**config.mk**
```make
export PLATFORM = sky130hd
export DESIGN_NAME = hdmi_vtg
export DESIGN_NICKNAME = d
export VERILOG_FILES = /design/src/rtl/hdmi_vtg.sv
export SDC_FILE = /design/constraint.sdc
export NUM_CORES = 1
export LEC_CHECK = 0
export CORE_MARGIN = 2
export CORE_UTILIZATION = 40
export DETAILED_ROUTE_END_ITERATION = 12
export GPL_TIMING_DRIVEN = 0
export PLACE_DENSITY = 0.68
export SKIP_CTS_REPAIR_TIMING = 1
export SYNTH_ARGS = -nofsm -noshare
export SYNTH_HDL_FRONTEND = slang
export SYNTH_SLANG_ARGS = --single-unit
```
**constraint.sdc**
```tcl
create_clock -name clk -period 2.95 [get_ports clk]
set_input_delay 0.885 -clock clk [delete_from_list [all_inputs] [get_ports clk]]
set_output_delay 0.885 -clock clk [all_outputs]
set_load 0.05 [all_outputs]
```
**src/rtl/hdmi_vtg.sv**
```systemverilog
`default_nettype none
// ============================================================================
//  Module   : hdmi_vtg
//  Purpose  : Video timing generator for the HDMI output path. Waits until
//             the pixel PLL has held lock for LOCK_WAIT cycles, then produces
//             hsync, vsync, data enable, pixel coordinates and a frame-start
//             pulse. Defaults are CEA 1080p60 (2200x1125 total).
//  Options  : VTG_PATTERN_EN - adds a registered 8-bar colour test pattern
//             on the rgb port.
//  Revision : 1.0 - initial release
// ============================================================================
module hdmi_vtg #(
    parameter int H_ACTIVE  = 1920,
    parameter int H_FP      = 88,
    parameter int H_SYNC    = 44,
    parameter int H_BP      = 148,
    parameter int V_ACTIVE  = 1080,
    parameter int V_FP      = 4,
    parameter int V_SYNC    = 5,
    parameter int V_BP      = 36,
    parameter bit HS_POL    = 1'b1,
    parameter bit VS_POL    = 1'b1,
    parameter int LOCK_WAIT = 1024
) (
    input  logic        clk,
    input  logic        rst,
    input  logic        pll_lock,
    output logic        hs,
    output logic        vs,
    output logic        de,
    output logic [11:0] x,
    output logic [11:0] y,
    output logic        frame_start,
    output logic        running
`ifdef VTG_PATTERN_EN
    ,
    output logic [23:0] rgb
`endif
);

    localparam int c_h_total = H_ACTIVE + H_FP + H_SYNC + H_BP;
    localparam int c_v_total = V_ACTIVE + V_FP + V_SYNC + V_BP;

    // 13-bit thresholds so a total of exactly 4096 still compares cleanly
    localparam logic [12:0] c_h_act   = 13'(H_ACTIVE);
    localparam logic [12:0] c_hs_beg  = 13'(H_ACTIVE + H_FP);
    localparam logic [12:0] c_hs_end  = 13'(H_ACTIVE + H_FP + H_SYNC);
    localparam logic [12:0] c_h_last  = 13'(c_h_total - 1);
    localparam logic [12:0] c_v_act   = 13'(V_ACTIVE);
    localparam logic [12:0] c_vs_beg  = 13'(V_ACTIVE + V_FP);
    localparam logic [12:0] c_vs_end  = 13'(V_ACTIVE + V_FP + V_SYNC);
    localparam logic [12:0] c_v_last  = 13'(c_v_total - 1);

    localparam int              c_lw        = (LOCK_WAIT > 1) ? $clog2(LOCK_WAIT) : 1;
    localparam logic [c_lw-1:0] c_lock_last = c_lw'(LOCK_WAIT - 1);

    // Refuse to build if the 12-bit counters cannot hold the timing
    generate
        if (c_h_total > 4096 || c_v_total > 4096 || LOCK_WAIT < 1) begin : g_bad_params
            $error("hdmi_vtg: totals must not exceed 4096 and LOCK_WAIT must be >= 1");
        end
    endgenerate

    typedef enum logic [0:0] {
        S_WAIT_LOCK = 1'b0,
        S_RUN       = 1'b1
    } state_t;

    state_t          r_state, w_state_nxt;
    logic [1:0]      r_sync;
    logic            w_lock_s;
    logic [c_lw-1:0] r_lock_cnt, w_lock_cnt_nxt;
    logic [11:0]     r_hcnt, w_hcnt_nxt;
    logic [11:0]     r_vcnt, w_vcnt_nxt;

    logic            w_out_en;
    logic            w_de, w_hs_act, w_vs_act, w_fs;

    logic            r_hs, r_vs, r_de, r_fs;
    logic [11:0]     r_x, r_y;

    // Two-flop synchronizer bringing PLL lock into the pixel clock domain
    always_ff @(posedge clk or posedge rst) begin
        if (rst) begin
            r_sync <= 2'b00;
        end else begin
            r_sync <= {r_sync[0], pll_lock};
        end
    end

    assign w_lock_s = r_sync[1];

    // State, lock qualifier and raster counter registers
    always_ff @(posedge clk or posedge rst) begin
        if (rst) begin
            r_state    <= S_WAIT_LOCK;
            r_lock_cnt <= '0;
            r_hcnt     <= '0;
            r_vcnt     <= '0;
        end else begin
            r_state    <= w_state_nxt;
            r_lock_cnt <= w_lock_cnt_nxt;
            r_hcnt     <= w_hcnt_nxt;
            r_vcnt     <= w_vcnt_nxt;
        end
    end

    // Next-state logic: lock loss always wins over the qualifying count
    always_comb begin
        w_state_nxt    = r_state;
        w_lock_cnt_nxt = r_lock_cnt;
        w_hcnt_nxt     = r_hcnt;
        w_vcnt_nxt     = r_vcnt;
        case (r_state)
            S_WAIT_LOCK: begin
                w_hcnt_nxt = '0;
                w_vcnt_nxt = '0;
                if (!w_lock_s) begin
                    w_lock_cnt_nxt = '0;
                end else if (r_lock_cnt == c_lock_last) begin
                    w_state_nxt    = S_RUN;
                    w_lock_cnt_nxt = '0;
                end else begin
                    w_lock_cnt_nxt = r_lock_cnt + c_lw'(1);
                end
            end
            S_RUN: begin
                if (!w_lock_s) begin
                    // abandon the partial frame; next run restarts at (0,0)
                    w_state_nxt    = S_WAIT_LOCK;
                    w_lock_cnt_nxt = '0;
                    w_hcnt_nxt     = '0;
                    w_vcnt_nxt     = '0;
                end else if ({1'b0, r_hcnt} == c_h_last) begin
                    w_hcnt_nxt = '0;
                    if ({1'b0, r_vcnt} == c_v_last) begin
                        w_vcnt_nxt = '0;
                    end else begin
                        w_vcnt_nxt = r_vcnt + 12'd1;
                    end
                end else begin
                    w_hcnt_nxt = r_hcnt + 12'd1;
                end
            end
            default: begin
                w_state_nxt = S_WAIT_LOCK;
            end
        endcase
    end

    // Timing decode of the current counter values
    always_comb begin
        w_out_en = (r_state == S_RUN) && w_lock_s;
        w_de     = ({1'b0, r_hcnt} < c_h_act) && ({1'b0, r_vcnt} < c_v_act);
        w_hs_act = ({1'b0, r_hcnt} >= c_hs_beg) && ({1'b0, r_hcnt} < c_hs_end);
        w_vs_act = ({1'b0, r_vcnt} >= c_vs_beg) && ({1'b0, r_vcnt} < c_vs_end);
        w_fs     = (r_hcnt == 12'd0) && (r_vcnt == 12'd0);
    end

    // Output register stage: one clock behind the counters
    always_ff @(posedge clk or posedge rst) begin
        if (rst) begin
            r_hs <= ~HS_POL;
            r_vs <= ~VS_POL;
            r_de <= 1'b0;
            r_fs <= 1'b0;
            r_x  <= '0;
            r_y  <= '0;
        end else if (w_out_en) begin
            r_hs <= w_hs_act ? HS_POL : ~HS_POL;
            r_vs <= w_vs_act ? VS_POL : ~VS_POL;
            r_de <= w_de;
            r_fs <= w_fs;
            r_x  <= w_de ? r_hcnt : 12'd0;
            r_y  <= w_de ? r_vcnt : 12'd0;
        end else begin
            r_hs <= ~HS_POL;
            r_vs <= ~VS_POL;
            r_de <= 1'b0;
            r_fs <= 1'b0;
            r_x  <= '0;
            r_y  <= '0;
        end
    end

    assign hs          = r_hs;
    assign vs          = r_vs;
    assign de          = r_de;
    assign x           = r_x;
    assign y           = r_y;
    assign frame_start = r_fs;
    assign running     = (r_state == S_RUN);

`ifdef VTG_PATTERN_EN
    localparam int c_bar_w = H_ACTIVE / 8;

    logic [2:0]  w_bar;
    logic [23:0] w_colour;
    logic [23:0] r_rgb;

    // Bar index from seven threshold compares instead of a divider
    always_comb begin
        w_bar = 3'd0;
        for (int k = 1; k < 8; k++) begin
            if ({1'b0, r_hcnt} >= 13'(k * c_bar_w)) begin
                w_bar = 3'(k);
            end
        end
        case (w_bar)
            3'd0:    w_colour = 24'hFFFFFF;
            3'd1:    w_colour = 24'hFFFF00;
            3'd2:    w_colour = 24'h00FFFF;
            3'd3:    w_colour = 24'h00FF00;
            3'd4:    w_colour = 24'hFF00FF;
            3'd5:    w_colour = 24'hFF0000;
            3'd6:    w_colour = 24'h0000FF;
            default: w_colour = 24'h000000;
        endcase
    end

    // Pattern pixel registered alongside de, black outside active video
    always_ff @(posedge clk or posedge rst) begin
        if (rst) begin
            r_rgb <= '0;
        end else if (w_out_en && w_de) begin
            r_rgb <= w_colour;
        end else begin
            r_rgb <= '0;
        end
    end

    assign rgb = r_rgb;
`endif

endmodule
`default_nettype wire

```
==> results of run 1 <==
-- cells by family after synthesis --
group / synth area share
other: 0.00128
adder cells (fa/ha/maj): 0.0299
AO/OA/AOI/OAI: 0.0765
flip-flops: 0.556
AND/OR/NAND/NOR: 0.252
buffers and inverters: 0.0368
multiplexers: 0.00342
XOR/XNOR: 0.0449
-- synth_stat cells, drive strengths merged, types with 2 or more instances --
cell / instances / area [sq um]
and4: 3 / 26.3
ha: 7 / 87.6
nor3: 7 / 35.0
or3: 8 / 50.1
xor2: 5 / 43.8
o311a: 2 / 20.0
nor4: 5 / 31.3
nand3: 20 / 100
nor2: 18 / 67.6
or4: 5 / 37.5
a21oi: 16 / 80.1
nand4: 10 / 62.6
inv: 8 / 30.0
nor2b: 2 / 12.5
nand2: 16 / 60.1
o31ai: 3 / 22.5
a31oi: 2 / 12.5
and2: 28 / 176
clkbuf: 7 / 28.8
and3: 5 / 31.3
clkdlybuf4s15: 2 / 20.0
nand3b: 3 / 22.5
dfrtp: 65 / 1630
buf: 4 / 28.8
xnor2: 10 / 87.6
o21ai: 14 / 73.8
-- final timing paths --
check | start | endpoint | slack (ns) | depth (start not counted)
max | r_hcnt[9]$_DFF_PP0_ | r_hcnt[6]$_DFF_PP0_ | 0.38 | 7
min | r_sync[0]$_DFF_PP0_ | r_sync[1]$_DFF_PP0_ | 0.35 | 0
max reg2reg | r_hcnt[9]$_DFF_PP0_ | r_hcnt[6]$_DFF_PP0_ | 0.38 | 7
min reg2reg | r_sync[0]$_DFF_PP0_ | r_sync[1]$_DFF_PP0_ | 0.35 | 0
max in group asynchronous | rst | r_vcnt[8]$_DFFE_PP0P_ | 1.42 | 3
min in group asynchronous | rst | r_lock_cnt[8]$_DFFE_PP0N_ | 0.92 | 2
-- state kept, by name, indices dropped and copies added, names as in the netlist --
name / flops
frame_start: 1
y: 12
r_sync: 2
hs: 1
x: 12
running: 1
r_hcnt: 12
vs: 1
r_lock_cnt: 10
de: 1
r_vcnt: 12
-- metrics by stage --
step	setup slack [ns]	instances	hold slack, ns	power (W)
floorplan	0.439	283	0.331	0.000947
CTS	0.380	429	0.354	0.00165
global route	0.269	429	0.357	0.00170
detailed placement	0.384	414	0.343	0.000965
finish	0.379	429	0.351	0.00163
global placement	-0.640	413	0.337	0.000960
-- worst register-to-register path: cells and delay by family (launching register included) --
kind,cells,cell delay (ns)
buf+inv,3,0.53
flops,1,0.45
simple gates,4,1.48
-- routing by layer --
| metal | vias to the layer above | track usage | routed length [microns] |
|---|---|---|---|
| met3 | 11 | 0.0332 | 223 |
| met5 | - | 0 | 0 |
| met4 | 0 | 0.0855 | 127 |
| li1 | 1070 | - | - |
| met2 | 52 | 0.247 | 2770 |
| met1 | 1085 | 0.217 | 2670 |
-- placed cells by master (no fill, tap or decap), types with 3 or more instances in the layout --
master and instances:
dfrtp_1 65, clkdlybuf4s50_1 31, and2_1 27, nand3_1 20, nor2_1 18, nand2_1 16
a21oi_1 16, o21ai_0 13, clkbuf_8 12, nand4_1 10, xnor2_1 10, or3_1 8
nor3_1 7, inv_1 7, ha_1 7, clkbuf_1 6, xor2_1 5, and3_1 5
or4_1 5, nor4_1 5, nand3b_1 3, and4_1 3, o31ai_1 3
-- power by group --
group          internal (W)   total, W  switching (W)
Combinational     0.0000123  0.0000413      0.0000290
Sequential         0.000897   0.000905     0.00000749
Clock              0.000368   0.000686       0.000318
Total               0.00128    0.00163       0.000355
-- layout make-up --
class / count / area [sq um]
buffer: 13 / 77.6
clock buffer: 13 / 169
clock inverter: 2 / 12.5
fill: 650 / 3610
inverter: 8 / 30.0
multi-input combinational: 197 / 1200
sequential: 65 / 1630
tap: 99 / 124
timing repair buffer: 32 / 330
==> flow_summary.json, run 1 <==
{
  "status": "complete, no violations",
  "cts.sinks": 65,
  "ios": 32,
  "power-per-cell-area_nw_per_um2": 458,
  "max_slew_margin": 0.614,
  "synth_enable_flop_cells": 0,
  "avgViaCountPerCell": 5.17,
  "wl_per_cell_microns": 13.5,
  "die_x_microns": 89.6,
  "drt_iter0_drc": 125,
  "path_max_fanout": 10,
  "finalHoldViolCount": 0,
  "grt_util_all_layers": 0.162,
  "grt_pass1_wl_mm": 9.72,
  "area_delta_synth_final_pct": 21.8,
  "critPathTopFamily": "simple AND/OR/NAND/NOR gates",
  "ys_seq_area_frac": 0.556,
  "fmax_mhz": 389,
  "portBuffers": 31,
  "clock_latency_ns": 0.34,
  "power.leakage_nw": 1.50,
  "diodes": 0,
  "cts.path.max_buffers": 2,
  "crit_type": "reg2reg",
  "period_needed_ns": 2.57,
  "setup_viol": 0,
  "die_area_sq_um": 8020,
  "synth-main-ff-cell": "dfrtp_1",
  "crit_slowest_cell": "or4_1",
  "drtPass1Iterations": 4,
  "endpoint_kind": "flop",
  "fin_crit_sh": 0.872,
  "rows": 31,
  "num_vias": 2218,
  "syn_inst": 282,
  "drc": 0,
  "maxSlewViolCount": 0,
  "grt_overflow": 0,
  "drive_gt1_frac": 0.0727,
  "final_area_sq_um": 3570,
  "initial_core_util": 0.408,
  "fin_util": 0.497,
  "max-cap-violations": 0,
  "fin_skew_ns": 0.00873,
  "ys_seq_elements": 65,
  "finalSetupTns_ns": 0,
  "hold_class": "reg2reg",
  "critPathBufInv": 3,
  "die_h_microns": 89.6,
  "grt_max_degree": 39,
  "cts_tree": "built",
  "rsz0062_at_grt": "no",
  "cts.clk_slew.worst_paths_ns": 0.07,
  "yosysUniqueCellTypes": 38,
  "antenna_found_initial": 0,
  "synth_area_sq_um": 2930,
  "cp.required_ns": 3.17,
  "totalWireLength_mm": 5.79,
  "antenna_left": 0,
  "first_global_vias": 2059,
  "placed_area_sq_um": 3390,
  "start_kind": "flop",
  "nNetsFinal": 336,
  "peakVddDrop_mv": 0.160,
  "path_cells": "or4_1, or4_1, buf_2, buf_6, buf_2, nand2_1, nor2_1",
  "hpwl_mm": 4.08,
  "synth_warnings": 0,
  "worst_pin_slew_ns": 0.578,
  "root_buffer": "clkbuf_8",
  "ys_async_sr_fraction": 1.00,
  "cts_htree_levels": 3,
  "cts_inserted_buffers": 9,
  "avgSynthCellArea_sq_um": 10.4,
  "place_congestion": 0.846,
  "critical-path-max-stage-delay_ns": 0.56,
  "fp.coreArea_sq_um": 7180,
  "arrival_ns": 2.79
}
No activity file was read; power rests on OpenSTA's default activity.
==> run 2: changes to the inputs <==
--- a/config.mk
+++ b/config.mk
@@ -8,8 +8,9 @@
 export CORE_MARGIN = 2
 export CORE_UTILIZATION = 40
 export DETAILED_ROUTE_END_ITERATION = 12
+export DONT_BUFFER_PORTS = 1
 export GPL_TIMING_DRIVEN = 0
-export PLACE_DENSITY = 0.68
+export PLACE_DENSITY = 0.62
 export SKIP_CTS_REPAIR_TIMING = 1
 export SYNTH_ARGS = -nofsm -noshare
 export SYNTH_HDL_FRONTEND = slang
==> flow_summary.json, run 2 (synthesized netlist as in run 1, its figures left out) <==
{
  "die_h_microns": 89.6,
  "wl_per_cell_microns": 14.9,
  "num_vias": 2099,
  "die_area_sq_um": 8020,
  "placed_area_sq_um": 3080,
  "fin_util": 0.460,
  "fin_skew_ns": 0.00801,
  "period_needed_ns": 2.57,
  "hold_class": "reg2reg",
  "arrival_ns": 2.78,
  "power-per-cell-area_nw_per_um2": 542,
  "grt_max_degree": 44,
  "fmax_mhz": 389,
  "multi_input_area_sq_um": 1200,
  "critical-path-max-stage-delay_ns": 0.58,
  "nNetsFinal": 305,
  "maxSlewViolCount": 0,
  "cts_inserted_buffers": 9,
  "drive_gt1_frac": 0.0767,
  "fp.coreArea_sq_um": 7180,
  "crit_type": "reg2reg",
  "rsz0062_at_grt": "no",
  "max_slew_margin": 0.650,
  "power.leakage_nw": 1.41,
  "drtPass1Iterations": 4,
  "final_area_sq_um": 3300,
  "cts_htree_levels": 3,
  "ios": 32,
  "finalHoldViolCount": 0,
  "cts.path.max_buffers": 2,
  "first_global_vias": 2034,
  "worst_pin_slew_ns": 0.525,
  "grt_util_all_layers": 0.162,
  "antenna_found_initial": 0,
  "place_congestion": 0.804,
  "cts_tree": "built",
  "area_delta_synth_final_pct": 12.6,
  "crit_slowest_cell": "or4_1",
  "grt_overflow": 0,
  "fin_crit_sh": 0.871,
  "grt_pass1_wl_mm": 9.79,
  "start_kind": "flop",
  "rows": 31,
  "total_power_w": 0.00179,
  "cts.sinks": 65,
  "hpwl_mm": 4.11,
  "clock_latency_ns": 0.34,
  "drc": 0,
  "status": "complete, no violations",
  "diodes": 0,
  "avgViaCountPerCell": 5.26,
  "peakVddDrop_mv": 0.190,
  "final_common_cell": "dfrtp_1",
  "antenna_left": 0,
  "root_buffer": "clkbuf_8",
  "portBuffers": 0,
  "fillers": 673,
  "mostFrequentLayoutCells": "dfrtp_1 (65), and2_1 (27), nand3_1 (20)",
  "setup_viol": 0,
  "max-cap-violations": 0,
  "initial_core_util": 0.408,
  "regArea_sq_um": 1630,
  "drt_iter0_drc": 139,
  "cp.required_ns": 3.16,
  "path_cells": "or4_1, or4_1, buf_2, buf_6, buf_2, nand2_1, nor2_1",
  "endpoint_kind": "flop",
  "totalWireLength_mm": 5.93,
  "path_max_fanout": 10,
  "die_x_microns": 89.6,
  "cts.clk_slew.worst_paths_ns": 0.06
}
run 2: changes by cell type in the layout (fill, tap and decap cells not counted):
cell,before,now
clkdlybuf4s50_1,31,0
bufinv_16,0,2
clkbuf_1,6,8
clkbuf_8,12,11
clkinv_2,1,0
clkinvlp_4,1,0
run 2: cell type report:
class | instances | share of cell area
Sequential cell | 65 | 0.493
Multi-Input combinational cell | 197 | 0.363
Clock buffer | 14 | 0.0493
Tap cell | 99 | 0.0376
Buffer | 13 | 0.0235
Clock inverter | 2 | 0.0182
Inverter | 8 | 0.00910
Timing Repair Buffer | 1 | 0.00607
run 2: path summary, 6_finish.rpt:
| kind | cells after the start | start | slack, ns | to |
|---|---|---|---|---|
| max in group asynchronous | 2 | rst | 1.91 | r_lock_cnt[6]$_DFFE_PP0N_ |
| min in group asynchronous | 1 | rst | 0.45 | x[7]$_DFF_PP0_ |
| worst max register to register | 7 | r_hcnt[9]$_DFF_PP0_ | 0.38 | r_hcnt[3]$_DFF_PP0_ |
| worst min register to register | 0 | r_sync[0]$_DFF_PP0_ | 0.36 | r_sync[1]$_DFF_PP0_ |
| worst min-delay path | 0 | r_sync[0]$_DFF_PP0_ | 0.36 | r_sync[1]$_DFF_PP0_ |
| worst max-delay path | 7 | r_hcnt[9]$_DFF_PP0_ | 0.38 | r_hcnt[3]$_DFF_PP0_ |
run 2: metal layers:
metal / part of all wire / global-route usage / vias up
li1: - / - / 1010
met1: 0.45 / 0.213 / 1044
met2: 0.50 / 0.255 / 35
met3: 0.028 / 0.0259 / 10
met4: 0.022 / 0.0909 / 0
met5: 0 / 0 / -
run 2: worst max-delay path: cells and delay by family, from the launching register on:
kind,cells,cell delay (ns)
DFF,1,0.44
buffers and inverters,3,0.51
and+or+nand+nor,4,1.49
run 2: report_power, final:
part / internal (W) / total (W) / switching [W]
Combinational: 0.00000774 / 0.0000313 / 0.0000235
Clock: 0.000524 / 0.000847 / 0.000323
Sequential: 0.000897 / 0.000910 / 0.0000128
Total: 0.00143 / 0.00179 / 0.000360
run 2: metrics by stage:
step | std cells | hold WS, ns | setup WS, ns | setup TNS (ns)
floorplan | 283 | 0.331 | 0.439 | 0
global placement | 382 | 0.338 | -0.230 | -14.75
detailed placement | 383 | 0.352 | 0.382 | 0
CTS | 399 | 0.367 | 0.371 | 0
global route | 399 | 0.378 | 0.232 | 0
finish | 399 | 0.362 | 0.380 | 0
==> run 3: changes to the inputs <==
--- a/config.mk
+++ b/config.mk
@@ -6,11 +6,10 @@
 export NUM_CORES = 1
 export LEC_CHECK = 0
 export CORE_MARGIN = 2
-export CORE_UTILIZATION = 40
+export CORE_UTILIZATION = 55
 export DETAILED_ROUTE_END_ITERATION = 12
 export DONT_BUFFER_PORTS = 1
-export GPL_TIMING_DRIVEN = 0
-export PLACE_DENSITY = 0.62
+export PLACE_DENSITY = 0.78
 export SKIP_CTS_REPAIR_TIMING = 1
 export SYNTH_ARGS = -nofsm -noshare
 export SYNTH_HDL_FRONTEND = slang
==> flow_summary.json, run 3 (synthesized netlist as in run 1, its figures left out) <==
{
  "power.internal_w": 0.00125,
  "drive_gt1_frac": 0.0753,
  "ff2ff_path_depth": 5,
  "drtPass1Iterations": 4,
  "whs_path_depth": 0,
  "max_slew_margin": 0.493,
  "die_area_sq_um": 5920,
  "setup_viol": 0,
  "place_congestion": 0.824,
  "min_from": "r_sync[0]$_DFF_PP0_",
  "start_kind": "flop",
  "cts_inserted_buffers": 9,
  "diodes": 0,
  "cts_tree": "built",
  "totalWireLength_mm": 5.49,
  "worst_pin_slew_ns": 0.761,
  "status": "complete, no violations",
  "max-cap-violations": 0,
  "reg2reg_from": "r_hcnt[9]$_DFF_PP0_",
  "power.leakage_nw": 1.37,
  "grt_util_all_layers": 0.208,
  "dp_cells": 346,
  "place_ws_ns": 0.438,
  "p_sw_frac": 0.218,
  "antenna_found_initial": 0,
  "drt_iter0_drc": 129,
  "cts.sinks": 65,
  "peakVddDrop_mv": 0.393,
  "fin_skew_ns": 0.00880,
  "die_x_microns": 77.0,
  "p_sw_w": 0.000350,
  "finalHoldViolCount": 0,
  "area_delta_synth_final_pct": 7.99,
  "final_common_cell": "dfrtp_1",
  "finalSetupTns_ns": 0,
  "portBuffers": 0,
  "rsz0062_at_grt": "no",
  "grt_max_degree": 34,
  "arrival_ns": 2.79,
  "crit_type": "reg2reg",
  "initial_core_util": 0.573,
  "fillers": 414,
  "nNetsFinal": 297,
  "period_needed_ns": 2.53,
  "hold_end": "r_sync[1]$_DFF_PP0_",
  "maxSlewViolCount": 0,
  "endpoint_kind": "flop",
  "hold_slack_ns": 0.354,
  "path_max_fanout": 14,
  "r2r-end": "r_vcnt[7]$_DFFE_PP0P_",
  "drc": 0,
  "p_clk_frac": 0.414,
  "root_buffer": "clkbuf_8",
  "power-per-cell-area_nw_per_um2": 507,
  "cts_htree_levels": 3,
  "cp.required_ns": 3.21,
  "pwr-share-seq": 0.568,
  "grt_pass1_wl_mm": 9.56,
  "fin_util": 0.619,
  "avgViaCountPerCell": 5.74,
  "die_h_microns": 77.0,
  "fp.coreArea_sq_um": 5110,
  "antenna_left": 0,
  "num_vias": 2078,
  "grt_overflow": 0,
  "fin_crit_sh": 0.857,
  "stdcell_count": 362,
  "ios": 32,
  "p_comb_frac": 0.018,
  "rows": 26,
  "fmax_mhz": 395,
  "reg2reg_slack_ns": 0.42,
  "hpwl_mm": 3.83,
  "clock_latency_ns": 0.34,
  "mostFrequentLayoutCells": "dfrtp_1 (65), and2_1 (27), nand3_1 (20)",
  "cts.path.max_buffers": 2,
  "hold_class": "reg2reg",
  "fin_ws_ns": 0.421,
  "cts.clk_slew.worst_paths_ns": 0.07,
  "wl_per_cell_microns": 15.2,
  "first_global_vias": 1979
}
==> run 3: worst max-delay path by stage <==
stage	from	to	slack (ns)	cells past startpoint
final	r_hcnt[9]$_DFF_PP0_	r_vcnt[7]$_DFFE_PP0P_	0.42	5
after global placement	r_hcnt[9]$_DFF_PP0_	r_vcnt[4]$_DFFE_PP0P_	0.51	5
after floorplan	rst	de$_DFF_PP0_	0.44	1
after detailed placement	r_hcnt[9]$_DFF_PP0_	r_vcnt[7]$_DFFE_PP0P_	0.44	5
after CTS	r_hcnt[9]$_DFF_PP0_	r_vcnt[7]$_DFFE_PP0P_	0.42	5
after global routing	r_hcnt[9]$_DFF_PP0_	r_vcnt[2]$_DFFE_PP0P_	0.34	5
==> run 3: metrics by stage <==
stage / area (sq um) / power [W]
floorplan: 2930 / 0.000947
global placement: 2990 / 0.000956
detailed placement: 2990 / 0.000958
CTS: 3160 / 0.00162
global route: 3160 / 0.00167
finish: 3160 / 0.00160
==> run 3: layout make-up <==
cell class              count  area [sq um]  share of cell area
repair buffers              6          45.0              0.0142
flip-flops and latches     65          1630               0.514
well taps                  70          87.6              0.0277
multi-input cells         197          1200               0.379
clock buffers              14           163              0.0514
clock inverters             2          12.5             0.00396
inverters                   8          30.0             0.00950
==> run 3: power by group through the flow <==
stage | Sequential, W | Combinational [W] | Clock, W
CTS | 0.000911 | 0.0000295 | 0.000675
global placement | 0.000928 | 0.0000281 | 0
floorplan | 0.000924 | 0.0000221 | 0
detailed placement | 0.000928 | 0.0000295 | 0
global route | 0.000911 | 0.0000343 | 0.000723
finish | 0.000911 | 0.0000281 | 0.000664
==> run 3: per-layer routing <==
layer  vias up  GRT usage  part of all wire
met3        18     0.0459             0.031
li1        997          -                 -
met1      1023      0.279              0.45
met4         0      0.129             0.034
met2        40      0.309              0.48
met5         -          0                 0
==> run 3: critical path: stages, from the launching register on <==
cell and delay (ns):
dfrtp_1 0.44, or4_1 0.56, or4_1 0.69, buf_4 0.25
or3_1 0.35, a21oi_1 0.16
